**src/rtl/ifmap_pkg.sv**
```systemverilog
// Shared constants and FSM state encoding for the ifmap stream reader.
package ifmap_pkg;

  localparam int IFMAP_W      = 28;
  localparam int IFMAP_H      = 28;
  localparam int IFMAP_PIXELS = 784;
  localparam int IFMAP_ADDR_W = 10;

  typedef enum logic [1:0] {
    ST_IDLE      = 2'd0,
    ST_WAIT_BRAM = 2'd1,
    ST_STREAM    = 2'd2,
    ST_DRAIN     = 2'd3
  } ifmap_state_e;

endpackage

```
**src/rtl/ifmap_skid_fifo.sv**
```systemverilog
// Two-entry FIFO holding tagged pixels between the BRAM read port and the
// output stream. The caller never writes when full nor reads when empty.
module ifmap_skid_fifo #(
  parameter int W = 20
) (
  input  logic         clock,
  input  logic         reset,
  input  logic         wr_en,
  input  logic [W-1:0] wr_data,
  input  logic         rd_en,
  output logic [W-1:0] rd_data,
  output logic [1:0]   count,
  output logic         full,
  output logic         empty
);

  logic [W-1:0] mem0;
  logic [W-1:0] mem1;
  logic         wr_ptr;
  logic         rd_ptr;

  assign full    = (count == 2'd2);
  assign empty   = (count == 2'd0);
  assign rd_data = rd_ptr ? mem1 : mem0;

  // Storage, pointers and occupancy; reset empties the FIFO.
  always_ff @(posedge clock or negedge reset) begin
    if (!reset) begin
      mem0   <= '0;
      mem1   <= '0;
      wr_ptr <= 1'b0;
      rd_ptr <= 1'b0;
      count  <= 2'd0;
    end else begin
      if (wr_en) begin
        if (wr_ptr) mem1 <= wr_data;
        else        mem0 <= wr_data;
        wr_ptr <= ~wr_ptr;
      end
      if (rd_en) rd_ptr <= ~rd_ptr;
      if (wr_en && !rd_en)      count <= count + 2'd1;
      else if (!wr_en && rd_en) count <= count - 2'd1;
    end
  end

endmodule

```
**src/rtl/ifmap_stream_reader.sv**
```systemverilog
// Reads one full ifmap frame out of the BRAM per start pulse and emits it
// as a raster-order pixel stream tagged with row/column position.
//
// Stream handshake: a beat transfers only in a cycle where pix_valid and
// pix_ready are both 1. Once pix_valid rises it stays high, and every pix_*
// output holds its value, until that beat transfers.
module ifmap_stream_reader
  import ifmap_pkg::*;
#(
  parameter int IMG_W  = IFMAP_W,
  parameter int IMG_H  = IFMAP_H,
  parameter int ADDR_W = IFMAP_ADDR_W,
  parameter int DATA_W = 8
) (
  input  logic              clock,
  input  logic              reset,
  input  logic              ifmap_bram_ready,
  input  logic              start,
  output logic [ADDR_W-1:0] ifmap_read_addr,
  input  logic [DATA_W-1:0] ifmap_bram_out,
  output logic              pix_valid,
  input  logic              pix_ready,
  output logic [DATA_W-1:0] pix_data,
  output logic [4:0]        pix_row,
  output logic [4:0]        pix_col,
  output logic              pix_last_col,
  output logic              pix_last_frame,
  output logic              busy,
  output logic              done,
  output ifmap_state_e      dbg_state,
  output logic [1:0]        dbg_fifo_count
);

  localparam int PIXELS  = IMG_W * IMG_H;
  localparam int ENTRY_W = DATA_W + 12;

  ifmap_state_e state, state_nxt;

  logic [ADDR_W-1:0]  rd_ptr;
  logic [ADDR_W-1:0]  last_addr;
  logic [4:0]         rd_row;
  logic [4:0]         rd_col;
  logic               infl;
  logic [4:0]         infl_row;
  logic [4:0]         infl_col;
  logic               infl_lc;
  logic               infl_lf;
  logic               done_q;

  logic               pop;
  logic [2:0]         occ;
  logic               issue;
  logic               last_issue;

  logic               fifo_wr;
  logic               fifo_rd;
  logic [ENTRY_W-1:0] fifo_wdata;
  logic [ENTRY_W-1:0] fifo_rdata;
  logic [1:0]         fifo_count;
  logic               fifo_full;
  logic               fifo_empty;

  // Pixels held or on their way = FIFO entries + the read in flight; a new
  // read may go out only if at most one slot stays taken after this pop.
  assign pop        = pix_valid & pix_ready;
  assign occ        = {1'b0, fifo_count} + {2'b0, infl} - {2'b0, pop};
  assign issue      = (state == ST_STREAM) && (occ < 3'd2);
  assign last_issue = issue && (rd_ptr == ADDR_W'(PIXELS - 1));

  // The address port shows the read being issued, else the last one issued.
  assign ifmap_read_addr = issue ? rd_ptr : last_addr;

  // An arriving pixel bypasses the empty FIFO; it is stored unless it
  // transfers in the same cycle.
  assign fifo_wdata = {ifmap_bram_out, infl_row, infl_col, infl_lc, infl_lf};
  assign fifo_wr    = infl & ~fifo_full & ~(fifo_empty & pop);
  assign fifo_rd    = pop & ~fifo_empty;
  assign pix_valid  = ~fifo_empty | infl;

  assign busy           = (state != ST_IDLE) | done_q;
  assign done           = done_q;
  assign dbg_state      = state;
  assign dbg_fifo_count = fifo_count;

  ifmap_skid_fifo #(.W(ENTRY_W)) u_fifo (
    .clock   (clock),
    .reset   (reset),
    .wr_en   (fifo_wr),
    .wr_data (fifo_wdata),
    .rd_en   (fifo_rd),
    .rd_data (fifo_rdata),
    .count   (fifo_count),
    .full    (fifo_full),
    .empty   (fifo_empty)
  );

  // Output beat selection: FIFO head first, then the bypassed arrival, else zeros.
  always_comb begin
    {pix_data, pix_row, pix_col, pix_last_col, pix_last_frame} = '0;
    if (!fifo_empty) begin
      {pix_data, pix_row, pix_col, pix_last_col, pix_last_frame} = fifo_rdata;
    end else if (infl) begin
      {pix_data, pix_row, pix_col, pix_last_col, pix_last_frame} = fifo_wdata;
    end
  end

  // FSM next-state: start is honoured only in IDLE.
  always_comb begin
    state_nxt = state;
    case (state)
      ST_IDLE:      if (start) state_nxt = ifmap_bram_ready ? ST_STREAM : ST_WAIT_BRAM;
      ST_WAIT_BRAM: if (ifmap_bram_ready) state_nxt = ST_STREAM;
      ST_STREAM:    if (last_issue) state_nxt = ST_DRAIN;
      ST_DRAIN:     if (pop && pix_last_frame) state_nxt = ST_IDLE;
      default:      state_nxt = ST_IDLE;
    endcase
  end

  // State register and the completion pulse.
  always_ff @(posedge clock or negedge reset) begin
    if (!reset) begin
      state  <= ST_IDLE;
      done_q <= 1'b0;
    end else begin
      state  <= state_nxt;
      done_q <= (state == ST_DRAIN) && pop && pix_last_frame;
    end
  end

  // Read pointer with row/column counters; all rewind when heading to IDLE.
  always_ff @(posedge clock or negedge reset) begin
    if (!reset) begin
      rd_ptr    <= '0;
      last_addr <= '0;
      rd_row    <= '0;
      rd_col    <= '0;
    end else if (state_nxt == ST_IDLE) begin
      rd_ptr    <= '0;
      last_addr <= '0;
      rd_row    <= '0;
      rd_col    <= '0;
    end else if (issue) begin
      last_addr <= rd_ptr;
      rd_ptr    <= rd_ptr + 1'b1;
      if (rd_col == 5'(IMG_W - 1)) begin
        rd_col <= '0;
        rd_row <= rd_row + 5'd1;
      end else begin
        rd_col <= rd_col + 5'd1;
      end
    end
  end

  // Tags of the read in flight, aligned with the BRAM data next cycle.
  always_ff @(posedge clock or negedge reset) begin
    if (!reset) begin
      infl     <= 1'b0;
      infl_row <= '0;
      infl_col <= '0;
      infl_lc  <= 1'b0;
      infl_lf  <= 1'b0;
    end else begin
      infl <= issue;
      if (issue) begin
        infl_row <= rd_row;
        infl_col <= rd_col;
        infl_lc  <= (rd_col == 5'(IMG_W - 1));
        infl_lf  <= (rd_ptr == ADDR_W'(PIXELS - 1));
      end
    end
  end

endmodule

```
**config.mk**
```make
export PLATFORM = sky130hd
export DESIGN_NAME = ifmap_stream_reader
export DESIGN_NICKNAME = d
export VERILOG_FILES = /design/src/rtl/ifmap_pkg.sv /design/src/rtl/ifmap_skid_fifo.sv /design/src/rtl/ifmap_stream_reader.sv
export SDC_FILE = /design/constraint.sdc
export NUM_CORES = 1
export LEC_CHECK = 0
export BUFFER_PORTS_ARGS = -buffer_cell sky130_fd_sc_hd__buf_2
export CAP_MARGIN = 5
export CORE_MARGIN = 5
export CORE_UTILIZATION = 50
export DETAILED_ROUTE_END_ITERATION = 8
export GPL_ROUTABILITY_DRIVEN = 1
export PLACE_DENSITY = 0.67
export SLEW_MARGIN = 20
export SYNTH_ARGS = -nofsm -noshare
export SYNTH_HDL_FRONTEND = slang
export SYNTH_HIERARCHICAL = 1
export SYNTH_SLANG_ARGS = --single-unit
```
**constraint.sdc**
```tcl
create_clock -name clock -period 7.5 [get_ports clock]
set_clock_uncertainty 0.15 [all_clocks]
set_input_delay 0 -clock clock [delete_from_list [all_inputs] [get_ports clock]]
set_output_delay 0 -clock clock [all_outputs]
set_load 0.01 [all_outputs]
```
After elaboration in Yosys (flattened, before gate mapping)
Cells that the tools add are included.

storage, ports and cells
  bits in registers = 90
  input port bits = 13
  output and inout port bits = 37

operators by class
  add/sub/neg operators = 7
  $lt $le $gt $ge = 1
  eq/ne operators = 6
  mux-type cells = 29
  bitwise logic cells = 12
  reduce and logical (&&, ||, !) cells = 19

operators by type and width
  cell                   number
  $mux 5                 10
  $mux 10                4
  $mux 20                1
  $mux 8                 2
  $mux 2                 7
  $add 10x1->10 const B  1
  $add 5x1->5 const B    2
  $eq 10x10->1 const B   1
  $pmux 2 s4             1
  $reduce_bool 2->1      4
  $logic_and 1x1->1      7
  $eq 2x2->1 const B     3
  $logic_not 2->1        3
  $reduce_and 2->1       3
  $and 1x1->1            5
  $eq 5x5->1 const B     1
  $not 1->1              5
  $mux 1                 4
  $add 2x1->3            1
  $lt 3x2->1 const B     1
  $sub 3x1->3            1
  $add 2x1->2 const B    1
  $eq 2x1->1 const B     1
  $logic_not 1->1        2
  other kinds (2)        3

Longest topological paths before layout
Gate-level depths: netlist (run 1).

  depth in word-level cells = 13
  mapped depth = 13

Modules after synthesis
Netlist (run 1), hierarchy kept.

modules (own cells, without submodules)
  module               times used  cells an instance  area an instance (µm²)
  ifmap_stream_reader  1           280                2456.1
  ifmap_skid_fifo      1           122                2009.4

Least setup slack after synthesis (run 1)
OpenSTA, ideal clock, no wires.

  path kind = register to register
  start point = register u_fifo.count[1]
  end point = register, netlist name rd_ptr[9]
  library setup time = 0.136 ns
  data arrival time = 2.987 ns
  data required time = 7.214 ns
  path slack = 4.226 ns
  stages on the path, launching flop included = 13
  clock period less this slack = 3.274 ns
  cell sequence = dfrtp_1 nor2_1 nand2_1 and2_1 ha_1 nand2b_1 fa_1 nand3b_4 or2_4 buf_6 buf_4 o31ai_1 a21oi_1

RTL lines
  element                 line                   RTL
  from (decl)             ifmap_skid_fifo.sv:12  output logic [1:0] count,
  from (signal assigned)  ifmap_skid_fifo.sv:41  if (wr_en && !rd_en) count <= count + 2'd1;
  from (signal assigned)  ifmap_skid_fifo.sv:42  else if (!wr_en && rd_en) count <= count - 2'd1;

Worst setup path after layout (run 1)
  start point = register u_fifo.count[1]
  end point = output port ifmap_read_addr[2]

between the ends
  word-level cells in the longest chain between the ends = 8

ends and longest elaborated chain
  element            line                       RTL
  $logic_not 2->1    ifmap_skid_fifo.sv:23      assign empty = (count == 2'd0);
  net fifo_empty     ifmap_stream_reader.sv:61  logic fifo_empty;
  $not 1->1          ifmap_stream_reader.sv:78  assign pix_valid = ~fifo_empty | infl;
  $or 1x1->1         ifmap_stream_reader.sv:78
  $and 1x1->1        ifmap_stream_reader.sv:65  assign pop = pix_valid & pix_ready;
  $sub 3x1->3        ifmap_stream_reader.sv:66  assign occ = {1'b0, fifo_count} + {2'b0, infl} - {2'b0, pop};
  $lt 3x2->1         ifmap_stream_reader.sv:67  assign issue = (state == ST_STREAM) && (occ < 3'd2);
  $logic_and 1x1->1  ifmap_stream_reader.sv:67
  $mux 10            --
  to (decl)          ifmap_stream_reader.sv:19  output logic [ADDR_W-1:0] ifmap_read_addr,

The timed path passes the listed nets, and every way through them passes these cells.

==> results of run 1 <==
[power by group]
part / switching (mW) / internal (mW) / leakage, nW
combinational: 0.397 / 0.356 / 1.23
clock: 0.173 / 0.189 / 0.107
sequential: 0.118 / 0.608 / 1.18
total: 0.688 / 1.15 / 2.51
[registers in the layout (all words and copies together), names as in the netlist, 5 cells and up]
register and cells:
rd_col 5, u_fifo/mem0 20, last_addr 10, infl_row 5
infl_col 5, u_fifo/mem1 20, rd_ptr 10, rd_row 5
[cell families (layout without fill, tap and decap cells)]
family                     Yosys count  after routing
adders and majority gates            6              6
xor gates and xnor gates            18             18
and+or+nand+nor                    138            138
buffers and inverters               43            105
DFF                                 90             90
muxes                               71             71
AOI/OAI and AO/OA                   36             36
[metrics by stage]
stage / utilization (%) / hold slack, ns
2_1_floorplan: - / -0.446
3_3_place_gp: 54.4 / -0.230
3_5_place_dp: 54.4 / -0.232
4_1_cts: 58.5 / 0.254
5_1_grt: 58.4 / 0.143
6_report: 58.4 / 0.103
[layer usage]
layer / track usage (%) / routed length (um) / up-vias
li1: - / - / 1461
met1: 22.5 / 4070 / 1461
met2: 26.2 / 4010 / 50
met3: 3.91 / 285 / 9
met4: 4.44 / 108 / 0
met5: 0 / 0 / -
[area by class of cell]
cell class,instances,area [um2]
inverters,23,86.3
repair buffers,66,405
clock inverters,6,90.1
clock buffers,10,128
well taps,108,135
fillers,741,3630
multi-input cells,269,2000
flip-flops and latches,90,2250
[path summary, 6_finish.rpt]
check                             startpoint            endpoint  slack (ns)  cells after the start
max                          u_fifo/count[1]  ifmap_read_addr[2]        3.48                     13
min                                    reset     u_fifo/mem1[18]        0.10                      3
max reg2reg                  u_fifo/count[1]        dbg_state[0]        3.66                     12
min reg2reg                  u_fifo/mem0[19]     u_fifo/mem0[19]        0.36                      1
max in group asynchronous              reset      u_fifo/mem0[1]        6.42                      3
min in group clock         ifmap_bram_out[5]     u_fifo/mem1[17]        0.28                      3
[worst max-delay path, cell delays in order (launching register included)]
cell      delay [ns]
dfrtp_1         0.48
nor2_1          0.12
buf_4           0.26
nand2_1         0.09
and2_1          0.17
ha_1            0.26
nand2b_1        0.15
fa_1            0.42
xor2_2          0.56
or2_4           0.47
inv_2           0.22
nand2_1         0.13
nand2_1         0.06
buf_2           0.13
[repair_timing]
action | CTS | global route
endpoints found under the hold margin | 44 | 0
hold buffers | 14 | 0
endpoints found under the setup margin | 0 | 0
buffers inserted | 0 | 0
[layout by cell type, fill, tap and decap left out, drive strengths merged, types with 9 or more instances in the layout]
| master | n |
|---|---|
| dfrtp | 90 |
| mux2 | 69 |
| nand2 | 65 |
| buf | 53 |
| inv | 24 |
| nor2 | 21 |
| o21ai | 21 |
| nor2b | 14 |
| xnor2 | 13 |
| dlygate4sd3 | 13 |
| clkbuf | 10 |
| a21oi | 9 |
==> results by group, run 1 <==
Critical path
  – CP arrival: 3.87 ns
  – Required time of the critical path: 7.35 ns
  – Critical path class: flip-flop to output pin
  – CP max FO: 30
  – Element type at the critical path end: output pin
  – CP Launch Type: flip-flop

Route
  – Drt pass-1 iters: 4
  – Avg Vias per Cell: around 5.2
  – Drt total wl: ~8.5 mm
  – Detail Route Antenna Nets: 0
  – DRC: 0
  – Initial DRC Count: 94
  – Vias post-DR: about 3000
  – Avg WL per Cell: 14.8 um

Floorplanning
  – Core Box Area: slightly below 0.009 mm2
  – # IOs: 50
  – Die height: 105 um
  – Row count: 34
  – Initial Util: 51.2%
  – Die footprint: 0.0109 mm2
  – Die Wd: about 100 um

Synthesis
  – Ys Warns: 6
  – Synthesized net count: 421
  – Area contributors post-synth: dfrtp_1 50%, mux2_2 12%, mux2_4 7.1%
  – Register bit total from synthesis: 90
  – Ys flop type: dfrtp_1
  – Cell variety after synth: 45
  – Synth Area in Simple Gates: approximately 15%
  – Main combinational cell family by area after synthesis: multiplexers
  – Post-Syn Area per Cell: 11.1 um2
  – Post-synth EDFFs: 0
  – Seq/Total Area, Yosys: between 50% and 60%
  – Multiplexer share of the synthesized area: 19.6%
  – Post-Synth Adder-Cell Area: 1.85%
  – Synth top cells by count: 90 x dfrtp_1, 64 x nand2_1, 48 x mux2_2
  – Synthesized cell area: approximately 0.0045 mm2
  – Asr flop ratio synth: 100%
  – Compound-cell area share of the yosys netlist: 4.37%
  – Cells after synthesis: approximately 400
  – Synth top area share: 50.4%
  – Most frequent cell after synthesis: dfrtp_1
  – Top cell type by total area after synthesis: dfrtp_1
  – Post-synthesis xor/xnor area fraction: 3.70%

CTS
  – CTS Buffer Depth: 2
  – Root Buffer: clkbuf_8
  – CTS buffer count: 9
  – CTS tree: yes
  – CTS sink count: 90
  – Clock transition at the registers of the reported paths: 0.10 ns
  – Latest clock arrival within the worst-skew pair: 0.35 ns
  – CTS resizes: 0
  – H-tree depth: 3

Global route
  – First-pass GRT wire length: between 10 and 15 mm
  – Vias in the first global route: 3079
  – Total gr overflow: 0
  – Gr usage total: 16.4%
  – Initial antenna violation count: 0
  – Largest net degree at the start of global routing: 68

Power
  – Worst vdd ir: about 0.00027 V
  – Leak: 2.51 nW
  – Power Density: ~360 mW/mm2
  – Tot Pwr: 1.84 mW

Layout
  – Fin area: ~0.0051 mm2
  – Share of layout cells above drive strength 1: 31.9%
  – Post-layout net count: 478
  – Layout area overhead: 14.1%
  – Antenna diode count: 0
  – Post-route insts no fill: 572

Placement
  – Post-Place Cell Area: 0.00474 mm2
  – Pre-CTS setup slack: around 3.7 ns
  – Placed cells: roughly 540
  – I/O Buffers: 49
  – GP Congestion: 0.817
  – Post-DP HPWL: 5.52 mm

STA
  – Unrepaired setup endpoints after global routing: false
  – Crit path setup slack, layout: 3.48 ns
  – F_max: approximately 250 MHz
  – Count of final max-slew check failures: 0
  – Min Tclk post-route: between 4 and 5 ns
  – # setup viols final: 0
  – Period Utilization, post-route: 53.7%
  – Worst Tran Pin Value: 0.960 ns
  – Hold Vio Cnt, Final: 0
  – Slew headroom: 36.0%
  – Final TNS setup: 0 ns

Flow run
  – # Max-Cap Violations: 0

Outcome
  – Outcome: finished, final reports clean

Hold path
  – Hold crit path type: input pin to async pin
No activity file was read; power rests on OpenSTA's default activity.
==> run 2, diff against run 1 <==
--- a/config.mk
+++ b/config.mk
@@ -5,6 +5,7 @@
 export SDC_FILE = /design/constraint.sdc
 export NUM_CORES = 1
 export LEC_CHECK = 0
+export ABC_AREA = 1
 export BUFFER_PORTS_ARGS = -buffer_cell sky130_fd_sc_hd__buf_2
 export CAP_MARGIN = 5
 export CORE_MARGIN = 5
==> constraint.sdc (replaced) <==
create_clock -name clock -period 3.9 [get_ports clock]
set_clock_uncertainty 0.15 [all_clocks]
set_input_delay 0 -clock clock [delete_from_list [all_inputs] [get_ports clock]]
set_output_delay 0 -clock clock [all_outputs]
set_load 0.01 [all_outputs]
==> run 2 against run 1 <==
Against the previous run:
- cell area increased by 2.7%
- wire length increased by 10%
- critical endpoint is now ifmap_read_addr[6]
- non-clock buffer count increased by 3
- synthesized area increased by 1.5%
- cell count increased by 23%
- global-route usage increased by 0.97 points
- first-iteration DRC count increased by 22%
- setup slack got worse by 3.0 ns
- largest cell class unchanged
- clock power increased by 150%
- count of clock-buffer cells in the layout decreased by 1
==> results by group, run 2 <==
Layout
  – Largest registers: u_fifo/mem0 x20, u_fifo/mem1 x20
  – Antenna diode count: 0
  – Post-layout net count: 608
  – Layout area overhead: 15.4%
  – Share of layout cells above drive strength 1: a little over a fifth
  – Most frequent cells in the layout: 145 x nand2_1, 90 x dfrtp_1, 67 x inv_1
  – Most common cell after layout, fill and taps aside: nand2_1

Route
  – Met2 WL: 4.59 mm
  – Avg WL per Cell: 13.3 um
  – Met3 WL: between 300 and 400 um
  – Met1 wire length: around 4.3 mm
  – Avg Vias per Cell: roughly 5.0
  – Drt total wl: 9.33 mm
  – Drt pass-1 iters: 4
  – Top Layer Used: met4
  – Initial DRC Count: 115
  – Vias post-DR: 3489
  – DRC: 0
  – Detail Route Antenna Nets: 0

Synthesis
  – Ys flop type: dfrtp_1
  – Post-synth EDFFs: 0
  – Cell variety after synth: 29
  – Synthesized net count: 553
  – Top cell type by total area after synthesis: dfrtp_1
  – Area contributors post-synth: dfrtp_1 50%, nand2_1 12%, inv_1 5.5%
  – Seq/Total Area, Yosys: 49.7%
  – Post-Syn Area per Cell: 8.49 um2
  – Synthesized cell area: 0.00453 mm2
  – Cells after synthesis: approximately 530
  – Ys Warns: 6
  – Synth top cells by count: 146 x nand2_1, 90 x dfrtp_1, 67 x inv_1
  – Register bit total from synthesis: 90
  – Asr flop ratio synth: 100%
  – Synth top area share: between 40% and 50%
  – Most frequent cell after synthesis: nand2_1

STA
  – Slew headroom: 39.6%
  – F_max: 290 MHz
  – Hold Vio Cnt, Final: 0
  – Final TNS setup: 0 ns
  – Count of final max-slew check failures: 0
  – Worst Tran Pin Value: between 0.9 and 1 ns
  – Period Utilization, post-route: 88.3%
  – # setup viols final: 0
  – Min Tclk post-route: approximately 3.4 ns
  – Unrepaired setup endpoints after global routing: false

Power
  – Leak: 2.76 nW
  – Worst vdd ir: slightly below 0.0005 V
  – Tot Pwr: roughly 4.6 mW
  – Power Density: 884 mW/mm2

Global route
  – First-pass GRT wire length: 16.1 mm
  – Vias in the first global route: 3490
  – Total gr overflow: 0
  – Gr usage total: 17.4%
  – Initial antenna violation count: 0
  – Largest net degree at the start of global routing: 73

Outcome
  – Outcome: finished, final reports clean

Placement
  – Post-DP HPWL: 6.08 mm
  – GP Congestion: 0.813
  – I/O Buffers: 49

Critical path
  – Required time of the critical path: ~3.8 ns
  – Crit path launch: u_fifo/count[1]
  – CP arrival: 3.29 ns
  – Critical path class: flip-flop to output pin
  – Element type at the critical path end: output pin
  – CP Launch Type: flip-flop
  – CP max FO: 18
  – Worst r2r src: u_fifo/count[1]

CTS
  – Root Buffer: clkbuf_8
  – CTS resizes: 0
  – CTS tree: yes
  – Clock transition at the registers of the reported paths: roughly 0.090 ns
  – Latest clock arrival within the worst-skew pair: 0.35 ns
  – CTS sink count: 90
  – CTS Buffer Depth: 2
  – CTS buffer count: 9
  – Setup bufs post-CTS: 0
  – H-tree depth: 3

Hold path
  – Hold crit path type: input pin to async pin

Flow run
  – # Max-Cap Violations: 0

Floorplanning
  – Die height: 105 um
  – Die footprint: 0.0111 mm2
  – # IOs: 50
  – Core Box Area: 0.00876 mm2
  – Die Wd: 105 um
  – Row count: 34
  – Initial Util: 51.7%
run 2: report_power, final:
| part | total (mW) | leakage [nW] | internal (mW) | switching (mW) |
|---|---|---|---|---|
| combinational | 2.23 | 1.49 | 0.864 | 1.36 |
| clock | 0.889 | 0.136 | 0.555 | 0.335 |
| sequential | 1.51 | 1.13 | 1.28 | 0.224 |
run 2: final cells by class:
class / instances / area [um2]
Tap cell: 108 / 135
Clock buffer: 9 / 124
Fill cell: 805 / 3530
Sequential cell: 90 / 2250
Clock inverter: 7 / 165
Multi-Input combinational cell: 350 / 1860
Timing Repair Buffer: 69 / 430
Inverter: 69 / 262
run 2: cells by family (layout without fill, tap and decap cells):
kind of cell               count (synthesis)  after routing  share of synthesized area, %
xor gates and xnor gates                  13             13                          2.51
adders and majority gates                  6              6                          1.82
and+or+nand+nor                          241            241                          22.1
muxes                                     20             20                          4.97
DFF                                       90             90                          49.7
AOI/OAI and AO/OA                         70             70                          9.61
buffers and inverters                     94            154                          9.28
run 2: repair_timing:
item	in CTS	in global routing
hold endpoints to repair	92	0
setup endpoints to repair	0	0
hold buffers	13	0
run 2: per-stage QoR:
stage | utilization [%] | hold WS (ns) | instances | worst slack, ns | cell area [um2]
6_report | 59.7 | 0.162 | 702 | 0.456 | 5230
5_1_grt | 59.7 | 0.258 | 702 | 0.0895 | 5230
4_1_cts | 59.7 | 0.208 | 702 | 0.394 | 5230
3_5_place_dp | 54.9 | 0.0520 | 673 | 0.651 | 4810
3_3_place_gp | 54.9 | 0.0435 | 673 | 0.819 | 4810
2_1_floorplan | - | -0.446 | 534 | 1.08 | 4530
run 2: layer usage:
| metal | vias to the layer above | track usage [%] |
|---|---|---|
| met4 | 0 | 5.84 |
| met1 | 1642 | 21.8 |
| met2 | 47 | 30.2 |
| met5 | - | 0 |
| met3 | 13 | 3.14 |
| li1 | 1787 | - |
run 2: path summary, 6_finish.rpt:
path                                 endpoint  slack (ns)  cells after the start
max                        ifmap_read_addr[6]        0.46                     12
min                           u_fifo/mem0[13]        0.16                      2
max reg2reg                         rd_ptr[8]        0.66                     13
min reg2reg                   u_fifo/mem0[14]        0.34                      2
max in group asynchronous           rd_ptr[2]        2.62                      3
min in group clock            u_fifo/mem0[12]        0.32                      4
run 2: worst max-delay path: stages (launching register included):
cell,delay [ns]
dfrtp_1,0.50
nor2_1,0.10
a21oi_1,0.24
ha_1,0.27
inv_1,0.05
nand2_1,0.05
fa_1,0.52
nand2_1,0.06
nor2_1,0.14
nand2_1,0.38
o21ai_0,0.41
inv_1,0.06
buf_2,0.14
